$ cat src/rtl/a51_pkg.sv
// Shared types and constants for the A5/1 ciphertext serializer.
// Holds the emission state encoding, ASCII bases and the index-width helper.
package a51_pkg;

  typedef enum logic [1:0] {
    IDLE = 2'd0,
    EMIT = 2'd1,
    GAP  = 2'd2,
    DONE = 2'd3
  } state_t;

  localparam int A51_FRAME_BYTES = 28;

  localparam logic [7:0] ASCII_DIGIT_BASE = 8'h30;
  localparam logic [7:0] ASCII_ALPHA_BASE = 8'h41;

  // At least one bit, so a single-character frame still has a legal index.
  function automatic int index_width(input int num_chars);
    return (num_chars > 1) ? $clog2(num_chars) : 1;
  endfunction

endpackage

$ cat src/rtl/nibble_to_ascii.sv
// Maps a 4-bit nibble to its upper-case ASCII hex digit.
// Purely combinational; the caller registers the result.
module nibble_to_ascii
  import a51_pkg::*;
(
  input  logic [3:0] nibble,
  output logic [7:0] ascii
);

  always_comb begin
    if (nibble < 4'd10) begin
      ascii = ASCII_DIGIT_BASE + {4'd0, nibble};
    end else begin
      ascii = ASCII_ALPHA_BASE + ({4'd0, nibble} - 8'd10);
    end
  end

endmodule

$ cat src/rtl/a51_cipher_serializer.sv
// Captures the A5/1 ciphertext word and replays it as paced LCD write strobes,
// either as raw bytes or as two ASCII hex characters per byte (byte 0 first).
module a51_cipher_serializer
  import a51_pkg::*;
#(
  parameter int NUM_BYTES  = A51_FRAME_BYTES,
  parameter int GAP_CYCLES = 50000,
  parameter int HEX_MODE   = 1
) (
  input  logic                   clk,
  input  logic                   reset,
  input  logic                   load,
  input  logic [8*NUM_BYTES-1:0] cipher_in,
  input  logic                   abort,
  output logic [7:0]             char_out,
  output logic                   char_valid,
  output logic                   busy,
  output logic                   done,
  output logic                   overrun
);

  localparam int NUM_CHARS = (HEX_MODE != 0) ? 2 * NUM_BYTES : NUM_BYTES;
  localparam int IDX_W     = index_width(2 * NUM_BYTES);
  localparam int BYTE_W    = IDX_W - 1;
  localparam int CNT_W     = $clog2(GAP_CYCLES + 1);

  localparam logic [IDX_W-1:0] LAST_IDX = IDX_W'(NUM_CHARS - 1);
  localparam logic [CNT_W-1:0] GAP_LOAD = CNT_W'(GAP_CYCLES);

  state_t                   state_reg;
  logic [8*NUM_BYTES-1:0]   shadow_reg;
  logic [IDX_W-1:0]         idx_reg;
  logic [CNT_W-1:0]         gap_reg;
  logic [7:0]               char_out_reg;
  logic                     char_valid_reg;
  logic                     busy_reg;
  logic                     done_reg;
  logic                     overrun_reg;

  // The character is resolved one cycle ahead of its strobe so char_out can be
  // registered: from the live input on a load, from the shadow when leaving GAP.
  logic [8*NUM_BYTES-1:0]   sel_word;
  logic [IDX_W-1:0]         sel_idx;
  logic [BYTE_W-1:0]        sel_byte_idx;
  logic [7:0]               sel_bytes [NUM_BYTES];
  logic [7:0]               sel_byte;
  logic [3:0]               sel_nibble;
  logic [7:0]               nibble_char;
  logic [7:0]               sel_char;

  always_comb begin
    sel_word = (state_reg == GAP) ? shadow_reg : cipher_in;
    sel_idx  = (state_reg == GAP) ? idx_reg : '0;
  end

  generate
    for (genvar gi = 0; gi < NUM_BYTES; gi++) begin : g_bytes
      assign sel_bytes[gi] = sel_word[8*gi +: 8];
    end
  endgenerate

  always_comb begin
    sel_byte_idx = (HEX_MODE != 0) ? sel_idx[IDX_W-1:1] : sel_idx[BYTE_W-1:0];
    sel_byte     = sel_bytes[sel_byte_idx];
    sel_nibble   = sel_idx[0] ? sel_byte[3:0] : sel_byte[7:4];
    sel_char     = (HEX_MODE != 0) ? nibble_char : sel_byte;
  end

  nibble_to_ascii u_nibble_to_ascii (
    .nibble (sel_nibble),
    .ascii  (nibble_char)
  );

  always_ff @(posedge clk) begin
    if (reset) begin
      state_reg      <= IDLE;
      shadow_reg     <= '0;
      idx_reg        <= '0;
      gap_reg        <= '0;
      char_out_reg   <= 8'h00;
      char_valid_reg <= 1'b0;
      busy_reg       <= 1'b0;
      done_reg       <= 1'b0;
      overrun_reg    <= 1'b0;
    end else begin
      char_valid_reg <= 1'b0;
      case (state_reg)
        IDLE, DONE: begin
          if (load && !abort) begin
            shadow_reg     <= cipher_in;
            idx_reg        <= '0;
            done_reg       <= 1'b0;
            busy_reg       <= 1'b1;
            char_out_reg   <= sel_char;
            char_valid_reg <= 1'b1;
            state_reg      <= EMIT;
          end
        end

        EMIT: begin
          if (abort) begin
            busy_reg  <= 1'b0;
            done_reg  <= 1'b0;
            state_reg <= IDLE;
          end else begin
            if (load) begin
              overrun_reg <= 1'b1;
            end
            if (idx_reg == LAST_IDX) begin
              busy_reg  <= 1'b0;
              done_reg  <= 1'b1;
              state_reg <= DONE;
            end else begin
              idx_reg   <= idx_reg + 1'b1;
              gap_reg   <= GAP_LOAD;
              state_reg <= GAP;
            end
          end
        end

        GAP: begin
          if (abort) begin
            busy_reg  <= 1'b0;
            done_reg  <= 1'b0;
            state_reg <= IDLE;
          end else begin
            if (load) begin
              overrun_reg <= 1'b1;
            end
            if (gap_reg == CNT_W'(1)) begin
              char_out_reg   <= sel_char;
              char_valid_reg <= 1'b1;
              state_reg      <= EMIT;
            end else begin
              gap_reg <= gap_reg - 1'b1;
            end
          end
        end

        default: begin
          state_reg <= IDLE;
        end
      endcase
    end
  end

  assign char_out   = char_out_reg;
  assign char_valid = char_valid_reg;
  assign busy       = busy_reg;
  assign done       = done_reg;
  assign overrun    = overrun_reg;

endmodule

$ cat config.mk
export PLATFORM = sky130hd
export DESIGN_NAME = a51_cipher_serializer
export DESIGN_NICKNAME = d
export VERILOG_FILES = /design/src/rtl/a51_pkg.sv /design/src/rtl/nibble_to_ascii.sv /design/src/rtl/a51_cipher_serializer.sv
export SDC_FILE = /design/constraint.sdc
export NUM_CORES = 1
export LEC_CHECK = 0
export ABC_AREA = 1
export CORE_MARGIN = 10
export CORE_UTILIZATION = 53
export DETAILED_ROUTE_END_ITERATION = 6
export PLACE_DENSITY = 0.81
export SYNTH_ARGS = -nofsm -noshare
export SYNTH_HDL_FRONTEND = slang
export SYNTH_SLANG_ARGS = --single-unit
export TNS_END_PERCENT = 100
$ cat constraint.sdc
create_clock -name clk -period 4 [get_ports clk]
set_clock_uncertainty 0.15 [all_clocks]
set_input_delay 0.6 -clock clk [delete_from_list [all_inputs] [get_ports clk]]
set_output_delay 0.6 -clock clk [all_outputs]
set_load 0.05 [all_outputs]
### Yosys cells after proc, flatten, opt, wreduce, memory -nomap -nowiden

Index checks and enable logic that the tools add are counted.
Widths: inputs -> output; s select.

| word-level totals | value |
|---|---|
| logic and storage cells | 86 |
| output and inout port bits | 12 |
| register bits after elaboration | 260 |

| cells by class | value |
|---|---|
| reductions and logical operators | 15 |
| $lt $le $gt $ge | 2 |
| bitwise gates (word level) | 2 |
| equal/unequal tests | 14 |
| add/sub/neg operators | 5 |
| mux-type cells | 39 |

Operators by type and width:

| cell | count |
|---|---|
| $mux 224 | 1 |
| $mux 16 | 4 |
| $mux 8 | 6 |
| $bmux 8 s5 | 1 |
| $pmux 16 s2 | 1 |
| $mux 6 | 4 |
| $eq 16x1->1 const B | 1 |
| $pmux 8 s2 | 1 |
| $sub 16x1->16 const B | 1 |
| $ne 2x2->1 const B | 6 |
| $pmux 6 s2 | 1 |
| $mux 1 | 11 |
| $add 7x8->8 const A | 1 |
| $mux 2 | 4 |
| $reduce_and 4->1 | 2 |
| $add 6x4->7 const A | 1 |
| $add 6x1->6 const B | 1 |
| $eq 6x6->1 const B | 1 |
| $ge 6x6->1 const B | 1 |
| $not 5->6 | 1 |
| $pmux 1 s3 | 2 |
| $pmux 2 s3 | 1 |
| $reduce_and 3->1 | 2 |
| $reduce_bool 2->1 | 3 |
| 16 further kinds | 19 |

### Logic depth before layout (Yosys ltp)

Gate-level depths: netlist of the first run.

| depth | value |
|---|---|
| word-level depth | 13 |
| mapped depth | 25 |
| mapped depth without buffers | 23 |

### Cells and area by module

A second synthesis of the first run with hierarchy kept.

| second synthesis, totals | value |
|---|---|
| cells, all modules | 1892 |
| area, all modules | 12693.4 um^2 |

Modules (own cells, without submodules):

| module | instances | cells an instance | area an instance (um^2) |
|---|---|---|---|
| a51_cipher_serializer | 1 | 1855 | 12490.7 |
| nibble_to_ascii | 1 | 37 | 202.7 |

### Worst setup path before layout of the first run

Ideal clock, no wire load.

| timing path | value |
|---|---|
| path type | register to register |
| start | reg state_reg[0] |
| end | reg char_out_reg[4], in the netlist char_out[4] |
| arrival time | 2.666 ns |
| cell stages (with the launch flop) | 22 |
| setup time | 0.109 ns |
| path slack | 1.075 ns |
| path buffers | 2 |
| path through | dfxtp_1 -> inv_1 -> ha_1 -> nand2_1 -> buf_4 -> clkbuf_1 -> nand4_1 -> nand3_1 -> nand3_1 -> nand3_1 -> nand3_1 -> nand2_1 -> ha_1 -> inv_1 -> ha_1 -> inv_1 -> nor3_1 -> inv_1 -> nand2_1 -> nand3_1 -> nand2_1 -> inv_1 |

| between the ends | value |
|---|---|
| cells in the longest elaborated chain, start to end | 13 |

Ends and longest elaborated chain:

| element | line | source |
|---|---|---|
| from (decl) | a51_cipher_serializer.sv:30 | `state_t state_reg;` |
| from (signal assigned) | a51_cipher_serializer.sv:76 | `state_reg <= IDLE;` |
| from (signal assigned) | a51_cipher_serializer.sv:96 | `state_reg <= EMIT;` |
| from (signal assigned) | a51_cipher_serializer.sv:104 | `state_reg <= IDLE;` |
| $eq 2x2->1 | a51_cipher_serializer.sv:52, a51_cipher_serializer.sv:53, a51_cipher_serializer.sv:87 |  |
| $mux 6 | a51_cipher_serializer.sv:53 | `sel_idx = (state_reg == GAP) ? idx_reg : '0;` |
| $not 5->6 (implied by the code) | a51_cipher_serializer.sv:64 | `sel_byte = sel_bytes[sel_byte_idx];` |
| $bmux 8 s5 | a51_cipher_serializer.sv:64 |  |
| $mux 8 (implied by the code) (2 in a row) | a51_cipher_serializer.sv:64 |  |
| $mux 4 | a51_cipher_serializer.sv:65 | `sel_nibble = sel_idx[0] ? sel_byte[3:0] : sel_byte[7:4];` |
| $sub 4x4->5 | nibble_to_ascii.sv:14 | `ascii = ASCII_ALPHA_BASE + ({4'd0, nibble} - 8'd10);` |
| $add 7x8->8 | nibble_to_ascii.sv:14 |  |
| $mux 8 | nibble_to_ascii.sv:11 | `if (nibble < 4'd10) begin` |
| $mux 8 | a51_cipher_serializer.sv:130 | `if (gap_reg == CNT_W'(1)) begin` |
| $mux 8 | a51_cipher_serializer.sv:122 | `if (abort) begin` |
| $pmux 8 s2 | a51_cipher_serializer.sv:87 | `case (state_reg)` |
| to (signal assigned) | a51_cipher_serializer.sv:94 | `char_out_reg <= sel_char;` |
| to (signal assigned) | a51_cipher_serializer.sv:131 | `char_out_reg <= sel_char;` |
| to (decl) | a51_cipher_serializer.sv:34 | `logic [7:0] char_out_reg;` |

Parallel ways exist; a longest one is shown, timed or not. The select of a mux whose other input is x is not followed.
A chain may end at the register's enable or synchronous reset.

### Worst setup path after layout of the first run

Same ends and word-level chain as after synthesis.

==> out/summary.txt, run 1 <==
========================================================================================
Clock latency of the later-clocked register in the worst-skew pair               0.55 ns
Portion of netlist area occupied by mux cells                                         0%
Non-filler cells in the finished layout                                             2399
Fraction of post-synthesis cell area in the top cell type by area                 40.58%
Width of the chip                                                               175.3 um
Number of cells after detailed placement                                            2350
Internal power                                                                   5787 uW
Global routing usage summed across all routing layers                             26.31%
Combinational group share of total power                                           35.9%
Async S/R FF share, synth                                                             0%
Reg clk slew, reported paths                                                     0.06 ns
XOR/XNOR share of the synthesized area                                           0.2742%
Number of buffers on the longest clock path                                            3
Most frequently used cell type in the post-synthesis netlist                     a21oi_1
DR DRC count                                                                           0
Max-Slew Margin vs Limit                                                          52.88%
Violation count after the first detailed-route iteration                            1615
Clock tree from TritonCTS                                                            yes
CP startpoint kind                                                             flip-flop
Count of final hold-check violations                                                   0
Class of the tightest hold or removal check                                 flip-flop to flip-flop
Most instantiated cells after synthesis                                     a21oi_1 (306), nand2_1 (284), inv_1 (272)
Number of pins with negative max-slew slack in the final report                        0
Instance area after placement                                               0.01539 sq mm
Sequential share of power                                                          38.1%
Number of max-cap violations                                                           0
Row cnt                                                                               56
Final RePlAce weighted congestion                                                 0.9598
Complex-gate fraction of the synthesized area                                     25.35%
Final layout net count                                                              2299
Number of global-route vias before repair                                         13.02k
Number of flip-flops under the largest register name                                 224
Worst supply voltage drop on vdd                                                342.7 uV
Initial antenna violation count                                                        5
Largest cells by area after synthesis                                       dfxtp_1 (41%), a21oi_1 (12%), o21ai_0 (11%)
Die outline height                                                              175.3 um
Simple-gate share of the synthesized area                                         20.05%
Cell type with the largest total area after synthesis                            dfxtp_1
Vias after detailed routing                                                       13.56k
Post-DR wirelength/cell                                                         17.61 um
Power, Total                                                                     9341 uW
Portion of the clock cycle consumed by the worst path in the final layout         90.49%
Number of different library cells in the post-synthesis netlist                       36
Setup repair after global routing missed its margin                                false
IO Pins                                                                              240
Global-route wire length before repair                                          67240 um
Total die area                                                              0.03072 sq mm
Final wirelength                                                                42240 um
Crit path capture type                                                         flip-flop
Critical path peak fanout                                                             42
Clk sink count                                                                       259
Data required time at the worst endpoint                                         4.28 ns
Synthesized netlist net count                                                       2131
Total of hold buffers inserted after clock tree synthesis                              0
Fraction of the mapped netlist area in adder cells                               0.9792%
Post-Syn Area per Cell                                                       6.750 sq um
Length of the first detailed-routing pass in iterations                                6
Gate count after technology mapping                                                 1893
Number of synthesized register bits                                                  259
Crit path arrival time                                                           3.90 ns
Fraction of layout cells with a size suffix above 1                               4.331%
Result of the run                                                              completed
Dominant combinational cell family by area after synthesis                  compound AO/OA/AOI/OAI gates
Number of warning messages in the yosys log                                            0
Area of the placeable core                                                  0.02361 sq mm
Setup-failing EPs final                                                                0
Proportion of total power due to net switching                                    38.05%
Buffers on Ports                                                                     238
Critical path type                                                          flip-flop to flip-flop
Final min period                                                                3.620 ns
Actual transition at the worst max-transition pin                              0.7046 ns
CTS root buf                                                                   clkbuf_16
Total net switching power                                                        3554 uW
Deepest level of the CTS H-tree                                                        1
Mean number of vias per cell                                                       5.652
GRT overflow                                                                           0
Accumulated negative setup slack                                                    0 ns
Number of enable flip-flop cells after synthesis                                       0
HPWL reported at the end of detailed placement                                  30370 um
Synth Cell Area                                                             0.01278 sq mm
Leakage                                                                      0.006257 uW
Clock network fraction of total power                                              26.0%
Synth-to-layout area growth                                                       27.18%
Initial Util                                                                      54.11%
Max Clk Rate                                                                  0.2763 GHz
Pin count of the biggest net entering global routing                                 104
Number of fill cells in the layout                                                  2002
Sequential share of the synthesized area                                          40.58%
Power density relative to cell area                                         574.8 mW/mm^2
Remaining antenna violation count                                                      0
Final Cell Area                                                             0.01625 sq mm
CTS Buf Count                                                                         28
Most instantiated flip-flop cell in the synthesis netlist                        dfxtp_1
========================================================================================
## metal layers
| layer | up-vias | global-route usage [%] | wire length, um |
|---|---|---|---|
| met3 | 116 | 6.284 | 3756 |
| met5 | - | 0 | 41 |
| met2 | 635 | 42.82 | 19580 |
| li1 | 6613 | - | - |
| met4 | 6 | 9.679 | 1520 |
| met1 | 6190 | 33.25 | 17340 |
## final timing paths
path	startpoint	endpoint	slack (ns)	depth (start not counted)
max	state_reg[0]	char_out[4]	0.38	21
min	shadow_reg[210]	shadow_reg[210]	0.29	2
max reg2reg	state_reg[0]	char_out[4]	0.38	21
min reg2reg	shadow_reg[210]	shadow_reg[210]	0.29	2
## through the flow
stage               hold WS, ns  utilization, %  worst slack [ns]
floorplan                0.2705               -             1.075
global placement         0.2776           65.18            0.5949
detailed placement       0.2851           65.18            0.4944
CTS                      0.2943           68.76            0.4673
global route             0.3101           68.82          0.002141
finish                   0.2938           68.82            0.3804
## cells by family (layout without fill, tap and decap cells)
family                     after synthesis  count (layout)
AOI/OAI and AO/OA                      626             626
xor gates and xnor gates                 4               4
adders and majority gates               10              10
buffers and inverters                  412             597
DFF                                    259             259
other                                    1               3
and+or+nand+nor                        581             581
## layout make-up
cell class	instances	area [sq um]	area share, %
diodes	2	5.005	0.03080
clock buffers	44	832.0	5.120
clock inverters	3	15.01	0.09239
inverters	276	1044	6.421
multi-input cells	1222	6006	36.96
flip-flops and latches	259	5185	31.91
well taps	319	399.1	2.456
repair buffers	274	2765	17.02
## power groups by stage
stage / logic, uW / registers (uW) / clock network (uW)
3_3_place_gp: 3210 / 3590 / 0
3_5_place_dp: 3280 / 3600 / 0
4_1_cts: 3310 / 3550 / 2440
2_1_floorplan: 2180 / 3600 / 0
5_1_grt: 3750 / 3620 / 2540
6_report: 3350 / 3560 / 2420
## critical path, stage by stage (launching register included)
cell and delay (ns):
dfxtp_1 0.31, inv_1 0.14, ha_1 0.40, nand2_8 0.22, buf_12 0.25, a21oi_1 0.14, nand3_1 0.09, nand3_1 0.20
nand3_1 0.11, nand3_1 0.09, nand3_1 0.09, nand2_1 0.17, ha_1 0.17, inv_1 0.04, ha_1 0.31, inv_1 0.07
nor3_1 0.24, inv_1 0.06, nand2_1 0.08, nand3_1 0.06, nand2_1 0.07, inv_1 0.04
## cell usage in the layout (no fill, tap or decap), types with 2 or more instances in the layout
master | Yosys | layout
a211oi_1 | 5 | 5
a21oi_1 | 306 | 306
a31oi_1 | 8 | 8
and3_1 | 3 | 3
buf_12 | 0 | 9
buf_4 | 10 | 27
clkbuf_1 | 93 | 10
clkbuf_16 | 0 | 29
clkbuf_8 | 0 | 5
clkdlybuf4s50_1 | 0 | 238
clkinv_2 | 0 | 3
dfxtp_1 | 259 | 259
diode_2 | 0 | 2
ha_1 | 10 | 9
inv_1 | 272 | 271
inv_2 | 2 | 3
nand2_1 | 284 | 283
nand2_2 | 3 | 3
nand3_1 | 217 | 216
nand4_1 | 10 | 10
nor2_1 | 44 | 44
nor2_2 | 2 | 2
nor2_4 | 2 | 2
nor3_1 | 9 | 9
nor4_1 | 3 | 3
o211ai_1 | 31 | 31
o21ai_0 | 270 | 270
o21ai_1 | 4 | 4
xor2_1 | 3 | 3
## repair_timing
item	in CTS	in global routing
gates resized for setup	0	1
endpoints found under the setup margin	0	2
buffers inserted	0	0
Power figures use the tool's default switching activity.
==> run 2: changes to the inputs <==
--- a/config.mk
+++ b/config.mk
@@ -7,4 +7,5 @@
 export LEC_CHECK = 0
 export ABC_AREA = 1
+export CORE_ASPECT_RATIO = 0.8
 export CORE_MARGIN = 10
 export CORE_UTILIZATION = 53
==> constraint.sdc (replaced) <==
create_clock -name clk -period 4 [get_ports clk]
set_clock_uncertainty 0.15 [all_clocks]
set_input_delay 1 -clock clk [delete_from_list [all_inputs] [get_ports clk]]
set_output_delay 1 -clock clk [all_outputs]
set_load 0.05 [all_outputs]
==> out/summary.txt, run 2 (synthesis gave the netlist of run 1 again) <==
========================================================================================
Post-DR wirelength/cell                                                         17.41 um
Number of buffers added for setup after CTS                                            0
Die outline height                                                              158.9 um
Initial Util                                                                      54.18%
CTS root buf                                                                   clkbuf_16
Portion of the clock cycle consumed by the worst path in the final layout         89.51%
Max-Slew Margin vs Limit                                                          55.65%
Final layout net count                                                              2304
Setup repair after global routing missed its margin                                false
Global routing usage summed across all routing layers                             25.51%
Fraction of layout cells with a size suffix above 1                               4.700%
Clk sink count                                                                       259
Class of the tightest hold or removal check                                 flip-flop to flip-flop
Area of the placeable core                                                  0.02359 sq mm
Number of pins with negative max-slew slack in the final report                        0
Final min period                                                                3.580 ns
Initial antenna violation count                                                        8
Instance count along the most critical hold path                                       2
Cell seen most often among critical-path stages                                  nand3_1
Synth-to-layout area growth                                                       27.89%
Most common cell after layout, fill and taps aside                               a21oi_1
Global-route wire length before repair                                          66240 um
IO Pins                                                                              240
Remaining antenna violation count                                                      0
Endpoint of the worst-slack reg-to-reg timing path                           char_out[4]
Violation count after the first detailed-route iteration                            1411
Post-cts gate resize count                                                             0
Largest incremental delay on the critical path                                   0.41 ns
Reg2Reg Launch Point                                                        state_reg[0]
DR DRC count                                                                           0
Actual transition at the worst max-transition pin                              0.6636 ns
Deepest level of the CTS H-tree                                                        1
Leakage                                                                      0.006319 uW
Critical path peak fanout                                                             84
Highest-count cells in the layout ignoring fill and taps                    a21oi_1 (306), nand2_1 (283), inv_1 (271), o21ai_0 (270), dfxtp_1 (259)
Accumulated negative setup slack                                                    0 ns
Clock tree from TritonCTS                                                            yes
Number of global-route vias before repair                                         12.33k
Non-filler cells in the finished layout                                             2405
Result of the run                                                              completed
Number of cells after detailed placement                                            2349
Crit path buffers/inverters                                                            6
Total of hold buffers inserted after clock tree synthesis                              0
Buffers on Ports                                                                     238
Data required time at the worst endpoint                                         4.28 ns
CP startpoint kind                                                             flip-flop
Number of max-cap violations                                                           0
Mean number of vias per cell                                                       5.571
Cells along the critical path                                               inv_1, ha_1, nand2_4, buf_12, a21oi_1, nand3_1, nand3_1, nand3_1, nand3_1, nand3_1, nand2_1, ha_1, inv_1, ha_1, inv_1, nor3_1, inv_1, nand2_1, nand3_1, nand2_1, inv_1
Vias after detailed routing                                                       13.40k
Reg clk slew, reported paths                                                     0.06 ns
Setup-failing EPs final                                                                0
Pin count of the biggest net entering global routing                                 107
Length of the first detailed-routing pass in iterations                                5
Path depth of the worst reg2reg path                                                  21
CTS Buf Count                                                                         27
End point of the worst hold path                                            shadow_reg[211]
Total die area                                                              0.03076 sq mm
Crit path capture type                                                         flip-flop
Register-to-register path setup slack                                            0.42 ns
Number of flip-flops under the largest register name                                 224
Count of final hold-check violations                                                   0
Row cnt                                                                               50
Final wirelength                                                                41880 um
Power, Total                                                                     9342 uW
Width of the chip                                                               193.6 um
GRT overflow                                                                           0
HPWL reported at the end of detailed placement                                  29340 um
Final RePlAce weighted congestion                                                 0.8847
Crit path arrival time                                                           3.86 ns
Clock latency of the later-clocked register in the worst-skew pair               0.53 ns
Power density relative to cell area                                         571.7 mW/mm^2
Max Clk Rate                                                                  0.2793 GHz
Worst supply voltage drop on vdd                                                343.1 uV
Number of buffers on the longest clock path                                            3
Hold Startpoint                                                             shadow_reg[211]
Kind of cell adding the most delay to the critical path                     simple AND/OR/NAND/NOR gates
Crit path max-delay cell type                                                       ha_1
Critical path type                                                          flip-flop to flip-flop
========================================================================================
run 2: changes by cell type in the layout (fill, tap and decap cells not counted), sizes merged:
| cell | change |
|---|---|
| clkbuf | -1 |
| diode | +6 |
| buf | +6 |
| clkinv | +2 |
run 2: worst reg2reg max path, cell delays in order (launching register included):
cell and delay [ns]:
dfxtp_1 0.32, inv_1 0.14, ha_1 0.41, nand2_4 0.11, buf_12 0.24, a21oi_1 0.25
nand3_1 0.15, nand3_1 0.17, nand3_1 0.10, nand3_1 0.09, nand3_1 0.08, nand2_1 0.16
ha_1 0.17, inv_1 0.05, ha_1 0.30, inv_1 0.06, nor3_1 0.21, inv_1 0.06
nand2_1 0.08, nand3_1 0.07, nand2_1 0.07, inv_1 0.04
run 2: power breakdown:
group	internal (uW)	total, uW	switching (uW)
sequential	3190	3530	339
combinational	1220	3400	2190
clock	1370	2410	1040
run 2: worst max-delay path by stage:
stage	from	end	slack (ns)	cells past startpoint
floorplan	state_reg[0]	char_out[4]	1.07	21
global placement	cipher_in[129]	char_out[4]	0.35	20
detailed placement	cipher_in[129]	char_out[4]	0.36	20
CTS	state_reg[0]	char_out[4]	0.49	22
global route	state_reg[0]	char_out[4]	0.05	22
finish	state_reg[0]	char_out[4]	0.42	21
run 2: per-stage QoR:
step	hold slack (ns)	setup slack, ns	util (%)	area (sq um)
2_1_floorplan	0.2705	1.075	-	12780
3_3_place_gp	0.2797	0.3545	65.66	15490
3_5_place_dp	0.2810	0.3585	65.66	15490
4_1_cts	0.2902	0.4901	69.20	16320
5_1_grt	0.3034	0.04826	69.22	16330
6_report	0.2890	0.4196	69.28	16340
run 2: final cells by class:
class / count / area (sq um)
diodes: 8 / 20.02
multi-input cells: 1222 / 5997
clock buffers: 43 / 805.8
inverters: 276 / 1041
well taps: 312 / 390.4
clock inverters: 5 / 28.78
repair buffers: 280 / 2873
fillers: 2041 / 7244
flip-flops and latches: 259 / 5185
run 2: per-layer routing:
layer  track usage, %  vias to the layer above  share of wire [%]
met1            34.95                     6151                 44
met2            39.89                      549                 45
met5                0                        -              0.064
li1                 -                     6629                  -
met3            5.633                       66                8.8
met4            6.052                        4                2.1
